`src/rtl/instr_mem_loader_pkg.sv`:
```
// Shared definitions for the boot-time instruction memory loader:
// state encoding, header/word byte counts and the header range check.
package instr_mem_loader_pkg;

  typedef logic [2:0] state_t;

  localparam state_t ST_IDLE    = 3'd0;
  localparam state_t ST_LEN_HI  = 3'd1;
  localparam state_t ST_LEN_LO  = 3'd2;
  localparam state_t ST_DATA_HI = 3'd3;
  localparam state_t ST_DATA_LO = 3'd4;
  localparam state_t ST_FLUSH   = 3'd5;
  localparam state_t ST_DONE    = 3'd6;
  localparam state_t ST_ERR     = 3'd7;

  localparam int HDR_BYTES      = 2;
  localparam int BYTES_PER_WORD = 2;
  localparam int CNT_W          = 8 * HDR_BYTES;

  // A header is usable when the word count does not exceed the memory depth;
  // the comparison is one bit wider so depth == 2**CNT_W is representable.
  function automatic logic count_fits(input logic [CNT_W-1:0] count, input int addr_w);
    logic [CNT_W:0] depth;
    depth = {{CNT_W{1'b0}}, 1'b1} << addr_w;
    return {1'b0, count} <= depth;
  endfunction

endpackage

```
`src/rtl/instr_mem_loader.sv`:
```
// Streams a length-prefixed big-endian image into instruction memory from
// address 0 and holds the processor in reset until the image is complete.
module instr_mem_loader
  import instr_mem_loader_pkg::*;
#(
  parameter int W      = 16,
  parameter int ADDR_W = 10
) (
  input  logic              clk,
  input  logic              rst,
  input  logic              start,
  input  logic              in_valid,
  input  logic [7:0]        in_data,
  output logic              in_ready,
  output logic              mem_we,
  output logic [ADDR_W-1:0] mem_addr,
  output logic [W-1:0]      mem_wdata,
  output logic              cpu_rst,
  output logic              busy,
  output logic              done,
  output logic              error
);

  localparam int HOLD_W = 8 * (BYTES_PER_WORD - 1);
  localparam int CMP_W  = CNT_W + 1;

  state_t            state_reg;
  state_t            state_next;
  logic [CNT_W-1:0]  count_reg;
  logic [ADDR_W:0]   idx_reg;
  logic [HOLD_W-1:0] hold_reg;
  logic              mem_we_reg;
  logic [ADDR_W-1:0] mem_addr_reg;
  logic [W-1:0]      mem_wdata_reg;

  logic              xfer;
  logic [CNT_W-1:0]  count_full;
  logic              last_word;

  assign xfer       = in_valid && in_ready;
  assign count_full = {count_reg[CNT_W-1:8], in_data};
  // Index is compared one bit wider than the count so count == depth works.
  assign last_word  = (CMP_W'(idx_reg) == ({1'b0, count_reg} - CMP_W'(1)));

  always_comb begin
    state_next = state_reg;
    case (state_reg)
      ST_IDLE:    if (start) state_next = ST_LEN_HI;
      ST_LEN_HI:  if (xfer)  state_next = ST_LEN_LO;
      ST_LEN_LO: begin
        if (xfer) begin
          if (count_full == '0)
            state_next = ST_DONE;
          else if (!count_fits(count_full, ADDR_W))
            state_next = ST_ERR;
          else
            state_next = ST_DATA_HI;
        end
      end
      ST_DATA_HI: if (xfer) state_next = ST_DATA_LO;
      ST_DATA_LO: if (xfer) state_next = last_word ? ST_FLUSH : ST_DATA_HI;
      ST_FLUSH:   state_next = ST_DONE;
      ST_DONE:    if (start) state_next = ST_LEN_HI;
      ST_ERR:     if (start) state_next = ST_LEN_HI;
      default:    state_next = ST_IDLE;
    endcase
  end

  always_ff @(posedge clk or posedge rst) begin
    if (rst) begin
      state_reg     <= ST_IDLE;
      count_reg     <= '0;
      idx_reg       <= '0;
      hold_reg      <= '0;
      mem_we_reg    <= 1'b0;
      mem_addr_reg  <= '0;
      mem_wdata_reg <= '0;
    end else begin
      state_reg  <= state_next;
      mem_we_reg <= 1'b0;
      case (state_reg)
        ST_IDLE, ST_DONE, ST_ERR: begin
          if (start) idx_reg <= '0;
        end
        ST_LEN_HI: begin
          if (xfer) count_reg[CNT_W-1:8] <= in_data;
        end
        ST_LEN_LO: begin
          if (xfer) count_reg[7:0] <= in_data;
        end
        ST_DATA_HI: begin
          if (xfer) hold_reg <= in_data;
        end
        ST_DATA_LO: begin
          // The write lands one cycle after the low byte, never back to back.
          if (xfer) begin
            mem_we_reg    <= 1'b1;
            mem_addr_reg  <= idx_reg[ADDR_W-1:0];
            mem_wdata_reg <= W'({hold_reg, in_data});
            idx_reg       <= idx_reg + 1'b1;
          end
        end
        default: ;
      endcase
    end
  end

  // Status decodes straight from the state register so reset shows at once.
  assign in_ready  = (state_reg == ST_LEN_HI) || (state_reg == ST_LEN_LO) ||
                     (state_reg == ST_DATA_HI) || (state_reg == ST_DATA_LO);
  assign busy      = in_ready || (state_reg == ST_FLUSH);
  assign done      = (state_reg == ST_DONE);
  assign error     = (state_reg == ST_ERR);
  assign cpu_rst   = (state_reg != ST_DONE);
  assign mem_we    = mem_we_reg;
  assign mem_addr  = mem_addr_reg;
  assign mem_wdata = mem_wdata_reg;

endmodule

```
`config.mk`:
```
export PLATFORM = sky130hd
export DESIGN_NAME = instr_mem_loader
export DESIGN_NICKNAME = d
export VERILOG_FILES = /design/src/rtl/instr_mem_loader_pkg.sv /design/src/rtl/instr_mem_loader.sv
export SDC_FILE = /design/constraint.sdc
export NUM_CORES = 1
export LEC_CHECK = 0
export CORE_MARGIN = 2
export CORE_UTILIZATION = 68
export CTS_BUF_LIST = sky130_fd_sc_hd__clkbuf_4
export CTS_CLUSTER_SIZE = 16
export DETAILED_ROUTE_END_ITERATION = 16
export DONT_BUFFER_PORTS = 1
export PLACE_DENSITY = 0.88
export SETUP_SLACK_MARGIN = 0.4
export SYNTH_ARGS = -nofsm -noshare
export SYNTH_HDL_FRONTEND = slang
export SYNTH_SLANG_ARGS = --single-unit
```
`constraint.sdc`:
```
create_clock -name clk -period 6.6 [get_ports clk]
set_input_delay 0 -clock clk [delete_from_list [all_inputs] [get_ports clk]]
set_output_delay 0 -clock clk [all_outputs]
set_load 0.005 [all_outputs]
```
# Word-level counts from Yosys, hierarchy flattened

Cells that the tools add are included.

Bits in registers: 65
Bits of input ports: 12
Word-level logic and storage cells: 54

Add/sub/neg operators: 2
$lt $le $gt $ge: 1
Eq/ne operators: 14
Mux-type cells: 14
Reduce and logical (&&, ||, !) cells: 15

Operators with widths:

| operator                                                          | count |
|---|---|
| two-way mux 3 bit                                                 | 8 |
| two-way mux 11 bit                                                | 2 |
| case mux 11 bit (2 select lines)                                  | 1 |
| case mux 3 bit (6 select lines)                                   | 1 |
| equality test 11 x 17 -> 1 bit                                    | 1 |
| subtractor 16 x 1 -> 17 bit (second input constant)               | 1 |
| less-or-equal comparator 16 x 11 -> 1 bit (second input constant) | 1 |
| zero test 16 bit                                                  | 1 |
| equality test 3 bit (second input constant)                       | 4 |
| adder 11 x 1 -> 11 bit (second input constant)                    | 1 |
| != test 2 bit (second input constant)                             | 4 |
| AND reduction 2 bit                                               | 4 |
| equality test 3 x 2 -> 1 bit (second input constant)              | 2 |
| AND reduction 5 bit                                               | 1 |
| logical OR 1 bit                                                  | 4 |
| equality test 3 x 1 -> 1 bit (second input constant)              | 1 |
| zero test 3 bit                                                   | 1 |
| != test 3 bit (second input constant)                             | 1 |
| AND reduction 3 bit                                               | 1 |
| OR reduction 3 bit                                                | 1 |
| two-way mux 1 bit                                                 | 2 |
| != test 2 x 1 -> 1 bit (second input constant)                    | 1 |
| nonzero test 2 bit                                                | 1 |
| logical AND 1 bit                                                 | 1 |

# Logic depth before layout (Yosys ltp)

Gate-level depths: netlist (run 1).

Depth in word-level cells: 7
Mapped depth: 8
Mapped depth without buffers: 8

# Worst setup path before layout (run 1)

No wires, ideal clock.

Path kind: register -> register
From: register count_reg[2]
To: register state_reg[1]
Arrival time: 2.180 ns
Slack: 4.296 ns
Stages on the path, launching flop included: 8
Path buffers: 1
Period minus slack after synthesis: 2.304 ns
Path through: dfrtp_1 > or4_1 > buf_6 > o21a_1 > or4_4 > o211ai_2 > nand4_1 > o31a_1

Cells in the longest elaborated chain, start to end: 5

RTL lines:

| item                              | line                   | RTL |
|---|---|---|
| from (decl)                       | instr_mem_loader.sv:29 | `logic [CNT_W-1:0] count_reg;` |
| from (signal, indexed assignment) | instr_mem_loader.sv:86 | `if (xfer) count_reg[CNT_W-1:8] <= in_data;` |
| from (signal assigned)            | instr_mem_loader.sv:89 | `if (xfer) count_reg[7:0] <= in_data;` |
| subtractor 16 x 1 -> 17 bit       | instr_mem_loader.sv:43 | `assign last_word = (CMP_W'(idx_reg) == ({1'b0, count_reg} - CMP_W'(1)));` |
| equality test 11 x 17 -> 1 bit    | instr_mem_loader.sv:43 |  |
| two-way mux 3 bit (2 in series)   | instr_mem_loader.sv:61 | `ST_DATA_LO: if (xfer) state_next = last_word ? ST_FLUSH : ST_DATA_HI;` |
| case mux 3 bit (6 select lines)   | instr_mem_loader.sv:47 | `case (state_reg)` |
| to (signal assigned)              | instr_mem_loader.sv:79 | `state_reg <= state_next;` |
| to (decl)                         | instr_mem_loader.sv:27 | `state_t state_reg;` |

Every way passes these cells. The select of a mux whose other input is x is not followed.
A chain may end at the register's enable or synchronous reset.

# Worst setup path after layout (run 1)

Same ends and word-level chain as after synthesis.

==> out/results.ini, run 1 <==
[outcome]
run_status=completed

[sta]
max_freq_ghz=0.384
slew_viol_final=0
worst_pin_slew_ns=1.20
timing.final.ws_setup_ns=4.00
tns_ns=0
rsz0062_at_grt=false
slew_headroom_pct=19.1
finalCritPeriodShare_pct=39.4
skew_ns=0.0126
hold_viol_final=0
setup_viol=0
finalCriticalPeriod_ns=2.60

[finish]
nNetsFinal=312
diodes=0
syn_to_final_growth_pct=8.91
utilization_pct=75.8
layout-drive-gt1-share_pct=24.8
n_fill_cell=297

[clock_tree]
cts_tree=done
cts_max_path_buffers=2
clkLatencyLatePin_ns=0.41
cts_buffers=9
post-cts-setup-buffers=0
htree_levels=3
clock-sinks=65
clock-root-buffer=clkbuf_4
path_clk_slew_ns=0.11

[setup_path]
critical_path_peak_fanout=9
crit_path_end_kind=flip-flop
worstPathCellList=or4_1, nor4bb_1, xor2_1, nor4_1, nand4_1, o31a_1
critPathMaxStageDelay_ns=0.72
cp.required_ns=6.89
crit_path_start_kind=flip-flop
crit_slowest_cell=or4_1
startpoint=count_reg[2]
r2r-start=count_reg[2]
cp.arrival_ns=2.89
ff2ff_path_depth=6
crit_type=flip-flop to flip-flop

[die]
rows=25
core_mm2=0.00466
io-pin-count=44
fp.dieH_um=73.1
die-area_mm2=0.00534
start_util_pct=69.6
die_w_um=73.1

[grt]
grt_busiest_layer=met2
grt_max_degree=66
use_met2_pct=40.0
grt_pass1_wl_um=10700
grt_util_met3_pct=7.04
antenna_found_initial=0
met1_usage_pct=36.8
grt_use_total_pct=26.6
gr-total-overflow=0
grt_pass1_vias=2217

[detailed_routing]
post_drt_wl_per_cell_um=18.2
drc=0
wirelength_um=6480
ant_nets=0
drt-initial-drc-count=136
firstDrtPassIters=4
vias=2254
vias_per_cell=6.31

[synthesis]
yosysWarnings=0
synthesis.area_mm2=0.00324
synth_seq_area_share_pct=50.2
syn-num-nets=301
avgSynthCellArea_um2=11.3
ys_ff_latch=65
syn_inst=287
ys_types=45

[power_and_ir_drop]
peakVddDrop_v=0.000337
total_power_uw=1470
leakagePower_uw=0.00147
powerDensity_mw_per_mm2=417

[placement]
io_buffers=0
place_ws_ns=4.06
place_congestion=0.855
dpl.hpwl_um=4450

[worst_hold_path]
min_from=in_valid
holdCritPathClass=input pin to flip-flop
whs_path_depth=5

[job]
cap_viol_max_count=0

==> routing by layer <==
| metal | up-vias | wire length (um) |
|---|---|---|
| li1 | 1056 | - |
| met5 | - | 0 |
| met2 | 67 | 3090 |
| met1 | 1120 | 2920 |
| met4 | 0 | 107 |
| met3 | 11 | 361 |
==> cell type report <==
class / count / area, um^2 / area share (%)
clock buffers: 10 / 75.1 / 2.13
clock inverters: 6 / 67.6 / 1.91
inverters: 7 / 26.3 / 0.744
multi-input cells: 200 / 1530 / 43.2
flip-flops and latches: 65 / 1630 / 46.1
well taps: 54 / 67.6 / 1.91
repair buffers: 15 / 143 / 4.04
==> timing repair <==
item / in CTS / in global routing
hold buffers: 12 / 0
resized for setup: 0 / 0
endpoints found under the hold margin: 106 / 0
==> cells in the mapped netlist, drive strengths merged <==
cell type / number / area [um^2]
nor2b: 3 / 18.8
o211ai: 5 / 42.5
a311o: 1 / 10.0
nor2: 20 / 75.1
nor3: 11 / 60.1
a31oi: 2 / 12.5
o31ai: 3 / 22.5
nor4b: 4 / 35.0
nand4: 3 / 18.8
or4: 5 / 41.3
nor3b: 3 / 22.5
a211oi: 1 / 7.51
o21a: 1 / 7.51
ha: 2 / 25.0
nand3b: 3 / 22.5
or3b: 1 / 8.76
o31a: 1 / 8.76
xnor2: 13 / 114
nor4: 4 / 25.0
inv: 7 / 26.3
a22o: 1 / 8.76
buf: 2 / 15.0
o21ai: 8 / 40.0
a21oi: 8 / 40.0
mux2i: 3 / 30.0
nand3: 5 / 25.0
o311ai: 1 / 8.76
a21boi: 1 / 7.51
nand2b: 3 / 18.8
or2b: 1 / 7.51
clkbuf: 13 / 48.8
or2: 2 / 12.5
nand2: 14 / 52.6
nand4b: 1 / 8.76
dfrtp: 65 / 1630
o2111ai: 2 / 17.5
nor4bb: 2 / 20.0
and3: 3 / 18.8
or3: 3 / 18.8
xor2: 7 / 61.3
mux2: 49 / 552
==> final timing paths <==
kind / to / slack [ns]
max in group asynchronous: count_reg[7] / 5.81
min: count_reg[1] / 0.03
min in group asynchronous: mem_addr[5] / 0.27
min reg2reg: mem_wdata[10] / 0.52
max: state_reg[1] / 4.00
max reg2reg: state_reg[1] / 4.00
==> per-stage QoR <==
| step | hold slack, ns | instances | instance area [um^2] |
|---|---|---|---|
| CTS | 0.0274 | 357 | 3530 |
| global route | 0.0173 | 357 | 3530 |
| global placement | 0.147 | 329 | 3270 |
| detailed placement | 0.143 | 329 | 3270 |
| floorplan | 0.117 | 287 | 3240 |
| finish | 0.0347 | 357 | 3530 |
==> cell usage in the layout (no fill, tap or decap), types with 2 or more instances in the layout <==
cell            n
dfrtp_1        65
mux2_2         49
nor2_1         20
nand2_1        14
xnor2_1        13
dlygate4sd3_1  12
nor3_1         10
clkbuf_4       10
a21oi_1         8
o21ai_0         8
xor2_1          7
inv_1           6
nand3_1         5
nor4b_1         4
or4_1           4
o211ai_1        4
nor4_1          4
nor2b_1         3
and3_1          3
nor3b_1         3
nand3b_1        3
nand2b_1        3
nand4_1         3
or3_1           3
mux2i_1         3
o31ai_1         3
buf_4           3
o2111ai_1       2
or2_2           2
a31oi_1         2
nor4bb_1        2
ha_1            2
clkinvlp_4      2
==> cells by family (layout without fill, tap and decap cells) <==
kind of cell	Yosys count	after routing	share of synthesized area (%)
XOR/XNOR	20	20	5.40
multiplexers	52	52	17.9
flip-flops	65	65	50.2
AO/OA/AOI/OAI	35	35	7.21
buffers and inverters	22	38	2.78
AND/OR/NAND/NOR	91	91	15.7
adder cells (fa/ha/maj)	2	2	0.771
==> power breakdown <==
group	switching, uW	internal (uW)
Combinational	216	264
Clock	148	121
Sequential	178	545
Total	542	930
==> critical path, delay by kind of cell (launching register included) <==
family           cells  cell delay [ns]
flip-flops           1             0.45
AND/OR/NAND/NOR      4             1.64
AO/OA/AOI/OAI        1             0.29
XOR/XNOR             1             0.12
No activity file was read; power rests on OpenSTA's default activity.
==> run 2: changes to the inputs <==
--- a/config.mk
+++ b/config.mk
@@ -5,13 +5,14 @@
 export SDC_FILE = /design/constraint.sdc
 export NUM_CORES = 1
 export LEC_CHECK = 0
+export ABC_AREA = 1
 export CORE_MARGIN = 2
-export CORE_UTILIZATION = 68
+export CORE_UTILIZATION = 59
 export CTS_BUF_LIST = sky130_fd_sc_hd__clkbuf_4
 export CTS_CLUSTER_SIZE = 16
 export DETAILED_ROUTE_END_ITERATION = 16
 export DONT_BUFFER_PORTS = 1
-export PLACE_DENSITY = 0.88
+export PLACE_DENSITY = 0.82
 export SETUP_SLACK_MARGIN = 0.4
 export SYNTH_ARGS = -nofsm -noshare
 export SYNTH_HDL_FRONTEND = slang
==> constraint.sdc (replaced) <==
create_clock -name clk -period 2.3 [get_ports clk]
set_input_delay 0 -clock clk [delete_from_list [all_inputs] [get_ports clk]]
set_output_delay 0 -clock clk [all_outputs]
set_load 0.005 [all_outputs]
==> run 2 against run 1 <==
  * Die area up 18%
  * Cell count up 52%
  * Sequential power rose to 2.8 times the previous value
  * Power rose to 3.1 times the previous value
  * Cell area up 5.6%
  * Clock skew up 0.0035 ns
  * Sequential share of layout area down 2.4 points
  * Routed wire length up 19%
  * Largest cell class unchanged
  * Highest routed layer unchanged
==> out/results.ini, run 2 <==
[detailed_routing]
firstDrtPassIters=5
post_drt_wl_per_cell_um=14.2
vias_per_cell=5.41
wirelength_um=7720
drt-initial-drc-count=194
vias=2943
ant_nets=0
drc=0

[power_and_ir_drop]
leakagePower_uw=0.00192
powerDensity_mw_per_mm2=1220
peakVddDrop_v=0.000662

[finish]
syn_to_final_growth_pct=11.2
final_common_cell=nand2_1
multi_input_area_mm2=0.00150
diodes=0
nNetsFinal=481
layout-drive-gt1-share_pct=11.7
instances_no_fill=544
n_fill_cell=464
layout_common_cells=nand2_1, dfrtp_1, inv_1
seqCellArea_mm2=0.00163

[synthesis]
synth_compound_area_share_pct=11.4
ys_ff_latch=65
synth_edf_count=0
ys_types=29
synth_top_family_by_area=simple AND/OR/NAND/NOR gates
synth_top_area_share_pct=48.5
synth_seq_area_share_pct=48.5
synth_area_leader_cell=dfrtp_1
yosys.area_share.simple_pct=29.8
syn_inst=447
muxShareOfSynthArea_pct=0
synthAdderAreaFrac_pct=0.746
yosys-top-cells-area=dfrtp_1, nand2_1, o21ai_0
yosysMostFrequentCell=nand2_1
synth-xor-area-share_pct=1.57
synthesis.area_mm2=0.00335
syn-num-nets=461
synth_common_cells=nand2_1, dfrtp_1, inv_1, o21ai_0, nor2_1
synth_flop_cell=dfrtp_1
yosysWarnings=0
ys_async_sr_fraction_pct=100
avgSynthCellArea_um2=7.50

[setup_path]
worstPathCellList=nor2_1, nand2_1, nor2_4, buf_4, nand2_1, nand2_1, nand2_1, inv_1, nand2_1, nor2_2, nand3_1, nand2_1, nand2_1, nand2_1
r2r_setup_slack_ns=0.52
critPathMaxStageDelay_ns=0.45
cp.arrival_ns=2.13
ff2ff_path_depth=14
crit_path_end_kind=flip-flop
cp.required_ns=2.65
crit_type=flip-flop to flip-flop
crit_slowest_cell=dfrtp_1
crit_path_start_kind=flip-flop
r2r-start=count_reg[4]
rr_endpoint=state_reg[2]
critical_path_peak_fanout=5
cp_common_cell=nand2_1

[die]
start_util_pct=60.9
core_mm2=0.00551
die_w_um=79.4
io-pin-count=44
fp.dieH_um=79.4
die-area_mm2=0.00630
rows=27

[sta]
timing.final.ws_setup_ns=0.515
finalCriticalPeriod_ns=1.78
finalCritPeriodShare_pct=77.6
rsz0062_at_grt=false
slew_headroom_pct=61.7
hold_viol_final=0
tns_ns=0
slew_viol_final=0
max_freq_ghz=0.560
worst_pin_slew_ns=0.574
skew_ns=0.0162
setup_viol=0

[placement]
place_ws_ns=0.480
dpl.hpwl_um=5380
io_buffers=0
place_congestion=0.934
place_inst=514

[grt]
antenna_found_initial=0
grt_use_total_pct=27.1
grt_pass1_vias=2840
grt_pass1_wl_um=13100
gr-total-overflow=0
grt_max_degree=44

[clock_tree]
cts_buffers=9
clkLatencyLatePin_ns=0.41
cts_tree=done
path_clk_slew_ns=0.12
cts_max_path_buffers=2
htree_levels=3
clock-sinks=65
clock-root-buffer=clkbuf_4

[outcome]
run_status=completed

[worst_hold_path]
holdCritPathClass=input pin to asynchronous set/reset pin

[job]
cap_viol_max_count=0

[run 2: cell types whose count changed in the layout (fill, tap and decap cells not counted), sizes merged, moves of 5 or more]
| cell | previous run | this run |
|---|---|---|
| nor2 | 20 | 44 |
| inv | 8 | 64 |
| o21ai | 8 | 53 |
| nand2 | 14 | 160 |
| xnor2 | 13 | 1 |
| nor3 | 11 | 6 |
| or4 | 5 | 0 |
| o211ai | 5 | 0 |
| mux2 | 49 | 0 |
| nand3 | 5 | 16 |
[run 2: per-stage QoR]
stage / hold slack (ns) / area [um^2] / power, uW / util [%]
after global placement: -0.0341 / 3440 / 3660 / 62.4
final: 0.0860 / 3730 / 4570 / 67.7
after global routing: 0.129 / 3730 / 5010 / 67.7
after floorplan: 0.209 / 3350 / 3320 / -
after detailed placement: -0.0218 / 3440 / 3750 / 62.4
after CTS: 0.0896 / 3670 / 4440 / 66.6
[run 2: logic make-up after synthesis]
family,after synthesis
adders and majority gates,2
and+or+nand+nor,234
AOI/OAI and AO/OA,69
buffers and inverters,71
xor gates and xnor gates,6
DFF,65
[run 2: area by class of cell]
type	instances	area share, %
Clock buffer	11	2.21
Multi-Input combinational cell	311	40.1
Inverter	63	6.41
Clock inverter	5	1.11
Timing Repair Buffer	17	4.16
Sequential cell	65	43.6
Tap cell	72	2.42
[run 2: what timing repair did]
action | 4_1_cts | 5_1_grt
hold buffers | 11 | 0
endpoints found under the hold margin | 67 | 0
endpoints found under the setup margin | 0 | 4
gates resized for setup | 0 | 15
buffers inserted | 0 | 3
[run 2: where the power goes]
group / internal, uW / total [uW] / switching [uW]
Combinational: 667 / 1880 / 1220
Clock: 254 / 685 / 432
Sequential: 1570 / 2000 / 428
[run 2: worst max-delay path: cells and delay by family, from the launching register on]
| family | cells | cell delay (ns) |
|---|---|---|
| AND/OR/NAND/NOR | 12 | 1.10 |
| flip-flops | 1 | 0.45 |
| buffers and inverters | 2 | 0.18 |
[run 2: layer usage]
layer	vias to the layer above	part of all wire, %	global-route usage, %
met4	0	1.6	11.7
li1	1433	-	-
met3	14	5.6	4.41
met1	1405	44	35.3
met2	91	49	45.0
met5	-	0	0
[run 2: worst max path at each step]
stage | startpoint | to | slack [ns]
after global placement | count_reg[0] | state_reg[2] | 0.58
after global routing | count_reg[4] | state_reg[1] | 0.39
after floorplan | rst | count_reg[0] | 0.67
after detailed placement | count_reg[0] | state_reg[1] | 0.48
after CTS | count_reg[0] | state_reg[1] | 0.46
final | count_reg[4] | state_reg[2] | 0.52
